**src/rtl/muldiv_sequencer.sv**
```systemverilog
// Iterative RV32M multiply/divide unit. One shared XLEN+1-bit add/sub per cycle,
// radix-2, fixed latency: start edge, XLEN RUN cycles, one FIN cycle, then a
// registered done pulse with the result.
module muldiv_sequencer #(
  parameter int XLEN = 32
) (
  input  logic            clk,
  input  logic            rst,
  input  logic            start,
  input  logic            flush,
  input  logic [2:0]      funct3,
  input  logic [XLEN-1:0] rs1,
  input  logic [XLEN-1:0] rs2,
  output logic            busy,
  output logic            done,
  output logic [XLEN-1:0] result
);

  localparam int CW = $clog2(XLEN);

  typedef enum logic [1:0] {S_IDLE, S_RUN, S_FIN} state_e;

  state_e            state_q, state_d;
  logic [CW-1:0]     cnt_q, cnt_d;
  logic [2:0]        f3_q, f3_d;
  logic              sa_q, sa_d, sb_q, sb_d;
  logic              div0_q, div0_d;
  logic [XLEN-1:0]   b_q, b_d;        // divisor / multiplicand magnitude
  logic [XLEN-1:0]   hi_q, hi_d;      // product high half / partial remainder
  logic [XLEN-1:0]   lo_q, lo_d;      // multiplier -> product low / dividend -> quotient
  logic [XLEN-1:0]   result_q, result_d;
  logic              done_q, done_d;

  // Operand decode at launch: signedness per funct3, then magnitudes.
  logic              in_div, in_sgn_a, in_sgn_b, in_sa, in_sb;
  logic [XLEN-1:0]   in_a_mag, in_b_mag;
  always_comb begin
    in_div   = funct3[2];
    in_sgn_a = in_div ? ~funct3[0] : (funct3[1:0] != 2'b11);
    in_sgn_b = in_div ? ~funct3[0] : ~funct3[1];
    in_sa    = in_sgn_a & rs1[XLEN-1];
    in_sb    = in_sgn_b & rs2[XLEN-1];
    in_a_mag = in_sa ? (~rs1 + XLEN'(1)) : rs1;
    in_b_mag = in_sb ? (~rs2 + XLEN'(1)) : rs2;
  end

  // The single shared add/sub: multiply adds the multiplicand when the
  // multiplier LSB is set; divide trial-subtracts the divisor.
  logic [XLEN:0] add_a, add_b, add_sum;
  logic          add_sub;
  always_comb begin
    if (f3_q[2]) begin
      add_a   = {hi_q, lo_q[XLEN-1]};
      add_b   = {1'b0, b_q};
      add_sub = 1'b1;
    end else begin
      add_a   = {1'b0, hi_q};
      add_b   = lo_q[0] ? {1'b0, b_q} : '0;
      add_sub = 1'b0;
    end
    add_sum = add_a + (add_sub ? ~add_b : add_b) + {{XLEN{1'b0}}, add_sub};
  end

  // One iteration step. Restoring divide: the remainder stays below the divisor,
  // so the MSB of the XLEN+1-bit difference is a clean "went negative" flag.
  logic [XLEN-1:0] hi_iter, lo_iter;
  always_comb begin
    if (f3_q[2]) begin
      hi_iter = add_sum[XLEN] ? add_a[XLEN-1:0] : add_sum[XLEN-1:0];
      lo_iter = {lo_q[XLEN-2:0], ~add_sum[XLEN]};
    end else begin
      hi_iter = add_sum[XLEN:1];
      lo_iter = {add_sum[0], lo_q[XLEN-1:1]};
    end
  end

  // Final sign correction and result select.
  logic [2*XLEN-1:0] prod, prod_fix;
  logic [XLEN-1:0]   quo_fix, rem_fix, fin_res;
  always_comb begin
    prod     = {hi_q, lo_q};
    prod_fix = (sa_q ^ sb_q) ? (~prod + (2*XLEN)'(1)) : prod;
    quo_fix  = (sa_q ^ sb_q) ? (~lo_q + XLEN'(1)) : lo_q;
    if (div0_q) quo_fix = '1;
    rem_fix  = sa_q ? (~hi_q + XLEN'(1)) : hi_q;
    if (f3_q[2])              fin_res = f3_q[1] ? rem_fix : quo_fix;
    else if (f3_q == 3'b000)  fin_res = prod_fix[XLEN-1:0];
    else                      fin_res = prod_fix[2*XLEN-1:XLEN];
  end

  // Next-state and register updates for IDLE -> RUN -> FIN -> IDLE.
  always_comb begin
    state_d  = state_q;
    cnt_d    = cnt_q;
    f3_d     = f3_q;
    sa_d     = sa_q;
    sb_d     = sb_q;
    div0_d   = div0_q;
    b_d      = b_q;
    hi_d     = hi_q;
    lo_d     = lo_q;
    result_d = result_q;
    done_d   = 1'b0;
    case (state_q)
      S_IDLE: begin
        if (start) begin
          f3_d    = funct3;
          sa_d    = in_sa;
          sb_d    = in_sb;
          div0_d  = in_div & (rs2 == '0);
          b_d     = in_b_mag;
          hi_d    = '0;
          lo_d    = in_a_mag;
          cnt_d   = '0;
          state_d = S_RUN;
        end
      end
      S_RUN: begin
        if (flush) begin
          state_d = S_IDLE;
        end else begin
          hi_d  = hi_iter;
          lo_d  = lo_iter;
          cnt_d = cnt_q + CW'(1);
          if (cnt_q == CW'(XLEN-1)) state_d = S_FIN;
        end
      end
      S_FIN: begin
        state_d = S_IDLE;
        if (!flush) begin
          result_d = fin_res;
          done_d   = 1'b1;
        end
      end
      default: state_d = S_IDLE;
    endcase
  end

  // State register with synchronous active-low reset.
  always_ff @(posedge clk) begin
    if (!rst) begin
      state_q  <= S_IDLE;
      cnt_q    <= '0;
      f3_q     <= '0;
      sa_q     <= 1'b0;
      sb_q     <= 1'b0;
      div0_q   <= 1'b0;
      b_q      <= '0;
      hi_q     <= '0;
      lo_q     <= '0;
      result_q <= '0;
      done_q   <= 1'b0;
    end else begin
      state_q  <= state_d;
      cnt_q    <= cnt_d;
      f3_q     <= f3_d;
      sa_q     <= sa_d;
      sb_q     <= sb_d;
      div0_q   <= div0_d;
      b_q      <= b_d;
      hi_q     <= hi_d;
      lo_q     <= lo_d;
      result_q <= result_d;
      done_q   <= done_d;
    end
  end

  assign busy   = (state_q != S_IDLE);
  assign done   = done_q;
  assign result = result_q;

endmodule
```
**config.mk**
```make
export PLATFORM = sky130hd
export DESIGN_NAME = muldiv_sequencer
export DESIGN_NICKNAME = d
export VERILOG_FILES = /design/src/rtl/muldiv_sequencer.sv
export SDC_FILE = /design/constraint.sdc
export NUM_CORES = 1
export LEC_CHECK = 0
export BUFFER_PORTS_ARGS = -buffer_cell sky130_fd_sc_hd__buf_4
export CAP_MARGIN = 20
export CORE_UTILIZATION = 65
export DETAILED_ROUTE_END_ITERATION = 6
export PLACE_DENSITY = 0.83
export SLEW_MARGIN = 20
export SYNTH_ARGS = -nofsm -noshare
export SYNTH_HDL_FRONTEND = slang
export SYNTH_SLANG_ARGS = --single-unit
```
**constraint.sdc**
```tcl
create_clock -name clk -period 7 [get_ports clk]
set_clock_uncertainty 0.1 [all_clocks]
set_input_delay 1.05 -clock clk [delete_from_list [all_inputs] [get_ports clk]]
set_output_delay 1.05 -clock clk [all_outputs]
set_load 0.03 [all_outputs]
```
==> reports/summary.json, run 1 <==
{
  "status": "finished, violations left",
  "violations": "design-rule violations",
  "period_minus_slack_ns": 5.26,
  "async_reset_ff_share_pct": 0,
  "max_freq_mhz": 190,
  "powerDensity_nw_per_um2": 182,
  "cts_sinks": 142,
  "critPathTopFamily": "compound AO/OA/AOI/OAI gates",
  "drt-met1-wl_um": 17200,
  "route.vias.total": 13232,
  "finalHoldViolCount": 0,
  "port_buffers": 104,
  "cts-htree-levels": 4,
  "routabilityCongestion": 1.01,
  "synth.avg_cell_area_um2": 7.37,
  "p_leak_nw": 5.72,
  "critical_path_depth": 12,
  "grt_first_pass_wirelength_um": 62200,
  "post-route-period-util_pct": 75.1,
  "top_signal_layer_used": "met4",
  "clock_tree_from_tritoncts": "done",
  "drt.antenna.violating_nets": 0,
  "path_max_fanout": 55,
  "synth_fp_nets": 1814,
  "synth_area_leader_cell": "sky130_fd_sc_hd__dfxtp_1",
  "vias_per_cell": 6.72,
  "synth_seq_area_share_pct": 22.6,
  "tightestPinTransition_ns": 1.01,
  "postCtsSetupRepairBufs": 0,
  "path_common_cell": "sky130_fd_sc_hd__o21ai_0",
  "post-synth-top-count-cell": "sky130_fd_sc_hd__nand2_1",
  "cts_made_buffers": 17,
  "worstSkewPairLatency_ns": 0.44,
  "hold_class": "reg2reg",
  "path_cells": "inv_1 -> o21ai_0 -> fa_1 -> a211oi_1 -> nor3_1 -> o21ai_0 -> a2111oi_0 -> or2_2 -> o211a_1 -> buf_4 -> mux2_2 -> o21ai_0",
  "finalWirelength_um": 40200,
  "cts_resized": 0,
  "io-pin-count": 105,
  "ys_seq_elements": 142,
  "synthCells": 1705,
  "timing.setup.tns_ns": 0,
  "detail_route.iter0.violations": 1636,
  "dr_wl_met2_um": 16900,
  "initial_utilization_pct": 66.7,
  "area_growth_pct": 10.1,
  "setup-violations-final": 0,
  "timing.hold.worst_path_depth": 2,
  "diodes": 0,
  "worst_setup_path_start_kind": "flip-flop",
  "dieWidth_um": 141,
  "cp.required_ns": 7.24,
  "r2r.worst_path.cells": 12,
  "post_cts_hold_buffer_count": 0,
  "final_util_pct": 73.5,
  "detailed_place_hpwl_um": 29100,
  "route.detailed.drc": 4,
  "num_rows": 50,
  "critical_path.n_buffers_inverters": 2,
  "mappedNetlistArea_um2": 12600,
  "grt_pass1_vias": 11463,
  "pin_count_of_the_biggest_net_entering_global_routing": 90,
  "timing_max_transition_violations_final": 0,
  "die_area_um2": 19900,
  "cap_violations": 0,
  "number_of_warnings_issued_by_yosys": 0,
  "synth_enable_flop_cells": 0,
  "crit_arrival_ns": 5.50,
  "max-clock-path-buffers": 2,
  "initial_antenna_violation_count": 0,
  "die-height_um": 141,
  "detailedRoute.firstPassIterationCount": 7,
  "worst_path_largest_cell_delay_ns": 0.76,
  "yosysTopAreaCellShare_pct": 22.6,
  "routedWlPerCell_um": 20.4,
  "clk_root_buffer_cell": "sky130_fd_sc_hd__clkbuf_16",
  "maxSlewHeadroom_pct": 32.6,
  "design.core.area_um2": 18800,
  "crit_slowest_cell": "sky130_fd_sc_hd__dfxtp_4",
  "ys.flop_type": "sky130_fd_sc_hd__dfxtp_1",
  "synthTopCellsByArea": "sky130_fd_sc_hd__dfxtp_1 (23%), sky130_fd_sc_hd__o21ai_0 (7.2%), sky130_fd_sc_hd__nand2_1 (6.8%)",
  "timing.setup.critical_path_class": "reg2reg",
  "synth.distinct_cells": 71,
  "drive_above_1_share_pct": 12.2,
  "finalNetCount": 1804,
  "met3RoutedLength_um": 4810,
  "ir_worst_vdd_v": 0.000177,
  "cp-end-kind": "flip-flop",
  "grt_overflow_total": 0,
  "cts.clk_slew.worst_paths_ns": 0.07,
  "top_post_synthesis_cells_by_count": "sky130_fd_sc_hd__nand2_1 (229), sky130_fd_sc_hd__o21ai_0 (180), sky130_fd_sc_hd__dfxtp_1 (142), sky130_fd_sc_hd__clkbuf_1 (131), sky130_fd_sc_hd__a21oi_1 (130)",
  "rsz0062_at_grt": "no",
  "global_route.usage.total_pct": 39.9,
  "fill_cells": 1540
}
-- worst register-to-register path: stages, from the launching register on --
cell and delay, ns:
sky130_fd_sc_hd__dfxtp_4 0.76, sky130_fd_sc_hd__inv_1 0.49, sky130_fd_sc_hd__o21ai_0 0.45, sky130_fd_sc_hd__fa_1 0.30, sky130_fd_sc_hd__a211oi_1 0.13, sky130_fd_sc_hd__nor3_1 0.28, sky130_fd_sc_hd__o21ai_0 0.20, sky130_fd_sc_hd__a2111oi_0 0.70
sky130_fd_sc_hd__or2_2 0.27, sky130_fd_sc_hd__o211a_1 0.60, sky130_fd_sc_hd__buf_4 0.40, sky130_fd_sc_hd__mux2_2 0.37, sky130_fd_sc_hd__o21ai_0 0.13
-- registers in the layout, indices dropped and copies added (netlist names) --
name / cells
state_q: 2
done: 1
sb_q: 1
cnt_q: 5
result: 32
div0_q: 1
b_q: 32
lo_q: 32
hi_q: 32
sa_q: 1
f3_q: 3
-- worst paths after layout --
check | from | endpoint | slack (ns)
hold reg to reg | result[22] | result[22] | 0.35
hold / removal | result[22] | result[22] | 0.35
setup / recovery | f3_q[2] | hi_q[23] | 1.74
setup reg to reg | f3_q[2] | hi_q[23] | 1.74
-- per-layer routing --
layer / vias to the layer above / track usage (%)
met2: 800 / 58.6
li1: 6175 / -
met1: 6152 / 56.7
met3: 105 / 8.87
met4: 0 / 15.0
met5: - / 0
-- per-stage QoR --
step	setup WS [ns]	instances	total power [W]	hold slack, ns	area (µm²)
detailed placement	1.87	1935	0.00158	0.338	13200
global route	1.25	1968	0.00261	0.369	13800
finish	1.74	1968	0.00252	0.346	13800
global placement	1.95	1935	0.00156	0.327	13200
CTS	1.87	1967	0.00249	0.349	13800
floorplan	2.35	1705	0.00139	0.345	12600
-- area by class of cell --
type / instances / area (µm²) / area share, %
multi-input combinational: 1387 / 9060 / 65.4
sequential: 142 / 2850 / 20.6
timing repair buffer: 123 / 936 / 6.76
clock buffer: 18 / 439 / 3.17
tap: 260 / 325 / 2.35
clock inverter: 14 / 146 / 1.06
inverter: 24 / 90.1 / 0.651
-- layout by cell type (no fill, tap or decap), drive strengths merged, types with 11 or more instances in the layout --
cell / netlist / final
a21boi: 21 / 21
xor2: 94 / 94
nor2b: 11 / 11
nand2: 229 / 229
buf: 20 / 123
nand3: 41 / 41
nor2: 89 / 89
dfxtp: 142 / 142
a31oi: 18 / 18
a22oi: 27 / 27
xnor2: 81 / 81
mux2i: 57 / 57
and2: 13 / 13
o21ai: 180 / 180
ha: 37 / 37
o41ai: 15 / 15
or3: 19 / 19
and3: 13 / 13
nand4: 18 / 18
o31ai: 22 / 22
a21oi: 131 / 131
a221oi: 20 / 20
clkbuf: 132 / 18
nor4: 20 / 20
o211ai: 33 / 33
inv: 24 / 33
o211a: 29 / 29
mux2: 28 / 28
a211oi: 11 / 11
nor3: 32 / 32
or4: 12 / 12
-- where the power goes --
| part | switching (W) | internal, W |
|---|---|---|
| Clock | 0.000422 | 0.000513 |
| Combinational | 0.000413 | 0.000249 |
| Sequential | 0.0000793 | 0.000848 |
-- kinds of logic (layout without fill, tap and decap cells) --
kind of cell | after synthesis | in the layout | share of synthesized area (%)
buffers and inverters | 176 | 179 | 5.53
adder cells (fa/ha/maj) | 38 | 38 | 3.84
flip-flops | 142 | 142 | 22.6
XOR/XNOR | 175 | 175 | 12.2
AO/OA/AOI/OAI | 567 | 567 | 29.1
multiplexers | 85 | 85 | 7.05
AND/OR/NAND/NOR | 522 | 522 | 19.6
Note: power is estimated with default switching activity, not from simulation.
==> run 2: changes to the inputs <==
--- a/config.mk
+++ b/config.mk
@@ -7,9 +7,9 @@
 export LEC_CHECK = 0
 export BUFFER_PORTS_ARGS = -buffer_cell sky130_fd_sc_hd__buf_4
 export CAP_MARGIN = 20
-export CORE_UTILIZATION = 65
+export CORE_UTILIZATION = 62
 export DETAILED_ROUTE_END_ITERATION = 6
-export PLACE_DENSITY = 0.83
+export PLACE_DENSITY = 0.79
 export SLEW_MARGIN = 20
 export SYNTH_ARGS = -nofsm -noshare
 export SYNTH_HDL_FRONTEND = slang
==> constraint.sdc (replaced) <==
create_clock -name clk -period 5.4 [get_ports clk]
set_clock_uncertainty 0.1 [all_clocks]
set_input_delay 0.81 -clock clk [delete_from_list [all_inputs] [get_ports clk]]
set_output_delay 0.81 -clock clk [all_outputs]
set_load 0.03 [all_outputs]
==> run 2 against run 1 <==
The run now ends clean. Maximum frequency rose by 13%. Critical path depth did not move. Core utilization fell by 2.6 points. Clock power rose by 29%.
==> reports/summary.json, run 2 (same netlist as run 1, synthesis figures left out) <==
{
  "status": "finished, final reports clean",
  "clk_root_buffer_cell": "sky130_fd_sc_hd__clkbuf_16",
  "powerDensity": {"value": 235, "unit": "nW/µm²", "change": "+29%"},
  "final_worst_slack": {"value": 0.756, "unit": "ns", "change": "-0.986 ns"},
  "timing.setup.critical_path_class": "reg2reg",
  "max_freq": {"value": 215, "unit": "MHz", "change": "+13%"},
  "timing.setup.tns": {"value": 0, "unit": "ns", "change": "unchanged"},
  "finalHoldViolCount": {"value": 0, "change": "unchanged"},
  "design.core.area": {"value": 19700, "unit": "µm²", "change": "+4.4%"},
  "setup-violations-final": {"value": 0, "change": "unchanged"},
  "cts.clk_slew.worst_paths": {"value": 0.06, "unit": "ns", "change": "about the same"},
  "drive_above_1_share": {"value": 12.7, "unit": "%", "change": "+0.45 points"},
  "pin_count_of_the_biggest_net_entering_global_routing": {"value": 84, "change": "-6.7%"},
  "clock_tree_from_tritoncts": "done",
  "cts_sinks": {"value": 142, "change": "unchanged"},
  "path_cells": "buf_4 -> mux2_2 -> ha_1 -> nand4_1 -> nor3_1 -> o21ai_0 -> a2111oi_0 -> or2_2 -> o211a_1 -> buf_4 -> mux2i_1 -> o21ai_0",
  "rsz0062_at_grt": "no",
  "global_route.usage.total": {"value": 39.0, "unit": "%", "change": "-0.98 points"},
  "ir_worst_vdd": {"value": 0.000247, "unit": "V", "change": "+39%"},
  "path_max_fanout": {"value": 49, "change": "-11%"},
  "layout_commonest_cell": "sky130_fd_sc_hd__nand2_1",
  "die_area": {"value": 20800, "unit": "µm²", "change": "+4.8%"},
  "cts_made_buffers": {"value": 17, "change": "unchanged"},
  "worst_path_largest_cell_delay": {"value": 0.73, "unit": "ns", "change": "-0.03 ns"},
  "num_rows": {"value": 51, "change": "+2.0%"},
  "startpoint": "f3_q[2]",
  "hold_class": "reg2reg",
  "route.detailed.drc": {"value": 0, "change": "-4"},
  "pre_cts_slack": {"value": 1.01, "unit": "ns", "change": "-0.856 ns"},
  "maxSlewHeadroom": {"value": 31.4, "unit": "%", "change": "-1.2 points"},
  "crit_slowest_cell": "sky130_fd_sc_hd__a2111oi_0",
  "route.vias.total": {"value": 13020, "change": "-1.6%"},
  "fill_cells": {"value": 1695, "change": "+10%"},
  "grt_first_pass_wirelength": {"value": 62900, "unit": "µm", "change": "+1.2%"},
  "io-pin-count": {"value": 105, "change": "unchanged"},
  "timing_max_transition_violations_final": {"value": 0, "change": "unchanged"},
  "p_leak": {"value": 5.77, "unit": "nW", "change": "+0.88%"},
  "routabilityCongestion": {"value": 0.998, "change": "-1.6%"},
  "hp-start": "result[30]",
  "cts-htree-levels": {"value": 4, "change": "unchanged"},
  "cap_violations": {"value": 0, "change": "unchanged"},
  "postCtsSetupRepairBufs": {"value": 0, "change": "unchanged"},
  "number_of_cells_after_detailed_placement": {"value": 1950, "change": "+0.78%"},
  "cts_resized": {"value": 0, "change": "unchanged"},
  "detailed_place_hpwl": {"value": 29600, "unit": "µm", "change": "+1.7%"},
  "post_cts_hold_buffer_count": {"value": 0, "change": "unchanged"},
  "finalNetCount": {"value": 1814, "change": "+0.55%"},
  "worstSkewPairLatency": {"value": 0.43, "unit": "ns", "change": "about the same"},
  "grt_pass1_vias": {"value": 11591, "change": "+1.1%"},
  "diodes": {"value": 0, "change": "unchanged"},
  "critPathTopFamily": "compound AO/OA/AOI/OAI gates",
  "initial_utilization": {"value": 63.9, "unit": "%", "change": "-2.8 points"},
  "initial_antenna_violation_count": {"value": 0, "change": "unchanged"},
  "max-clock-path-buffers": {"value": 2, "change": "unchanged"},
  "post-route-period-util": {"value": 86.0, "unit": "%", "change": "+11 points"},
  "port_buffers": {"value": 104, "change": "unchanged"},
  "tightestPinTransition": {"value": 1.03, "unit": "ns", "change": "+0.0177 ns"},
  "grt_overflow_total": {"value": 0, "change": "unchanged"},
  "finalWirelength": {"value": 40100, "unit": "µm", "change": "-0.29%"},
  "critical_path.n_buffers_inverters": {"value": 2, "change": "unchanged"},
  "vias_per_cell": {"value": 6.57, "change": "-2.3%"},
  "die-height": {"value": 144, "unit": "µm", "change": "+2.4%"},
  "area_growth_pct": 11.0,
  "cp-end-kind": "flip-flop",
  "drt.antenna.violating_nets": {"value": 0, "change": "unchanged"},
  "crit_arrival": {"value": 4.80, "unit": "ns", "change": "-0.70 ns"},
  "detailedRoute.firstPassIterationCount": {"value": 6, "change": "-1"},
  "routedWlPerCell": {"value": 20.2, "unit": "µm", "change": "-1.0%"},
  "post_layout_nonfiller_instances": {"value": 1983, "change": "+0.76%"},
  "mostFrequentLayoutCells": "sky130_fd_sc_hd__nand2_1 (229), sky130_fd_sc_hd__o21ai_0 (179), sky130_fd_sc_hd__dfxtp_1 (141)",
  "cp.required": {"value": 5.55, "unit": "ns", "change": "-1.69 ns"},
  "worst_setup_path_start_kind": "flip-flop",
  "rr_startpoint": "f3_q[2]",
  "detail_route.iter0.violations": {"value": 1302, "change": "-20%"},
  "dieWidth": {"value": 144, "unit": "µm", "change": "+2.4%"},
  "period_minus_slack": {"value": 4.64, "unit": "ns", "change": "-0.614 ns"}
}
## run 2: changes by cell type in the layout (fill, tap and decap cells not counted), sizes merged
cell / previous run / this run
bufinv: 1 / 2
clkinvlp: 1 / 2
clkinv: 3 / 2
clkbuf: 18 / 22
inv: 33 / 28
buf: 123 / 133
## run 2: area by class of cell
| cell class | count | area, µm² | share of cell area [%] |
|---|---|---|---|
| clock buffer | 22 | 474 | 3.40 |
| clock inverter | 10 | 128 | 0.915 |
| inverter | 24 | 90.1 | 0.646 |
| multi-input combinational | 1387 | 9060 | 65.0 |
| sequential | 142 | 2850 | 20.4 |
| tap | 265 | 332 | 2.38 |
| timing repair buffer | 133 | 1010 | 7.25 |
## run 2: worst min-delay path, stage by stage, from the launching register on
cell	delay, ns
sky130_fd_sc_hd__dfxtp_1	0.31
sky130_fd_sc_hd__nand2_1	0.05
sky130_fd_sc_hd__nand2_1	0.04
## run 2: report_power, final
group,switching [W],internal [W]
clock network,0.000488,0.000725
registers,0.0000908,0.00110
logic,0.000546,0.000328
## run 2: metal layers
| metal | vias to the layer above | GRT usage (%) | part of all wire (%) |
|---|---|---|---|
| li1 | 6214 | - | - |
| met1 | 5999 | 55.9 | 45 |
| met2 | 702 | 56.2 | 42 |
| met3 | 105 | 7.85 | 9.7 |
| met4 | 0 | 15.9 | 3.4 |
| met5 | - | 0 | 0 |
## run 2: worst paths after layout
path | endpoint | slack, ns | cells after the start
worst max-delay path | hi_q[12] | 0.76 | 12
worst max register to register | hi_q[12] | 0.76 | 12
worst min register to register | result[30] | 0.33 | 2
worst min-delay path | result[30] | 0.33 | 2
## run 2: metrics by stage
| stage | instance area [µm²] | power (W) | hold WS (ns) | utilization, % |
|---|---|---|---|---|
| 6_report | 13900 | 0.00328 | 0.335 | 70.9 |
| 5_1_grt | 13900 | 0.00340 | 0.359 | 70.9 |
| 4_1_cts | 13900 | 0.00325 | 0.339 | 70.8 |
| 3_5_place_dp | 13300 | 0.00205 | 0.331 | 67.8 |
| 3_3_place_gp | 13300 | 0.00204 | 0.325 | 67.8 |
| 2_1_floorplan | 12600 | 0.00180 | 0.345 | - |
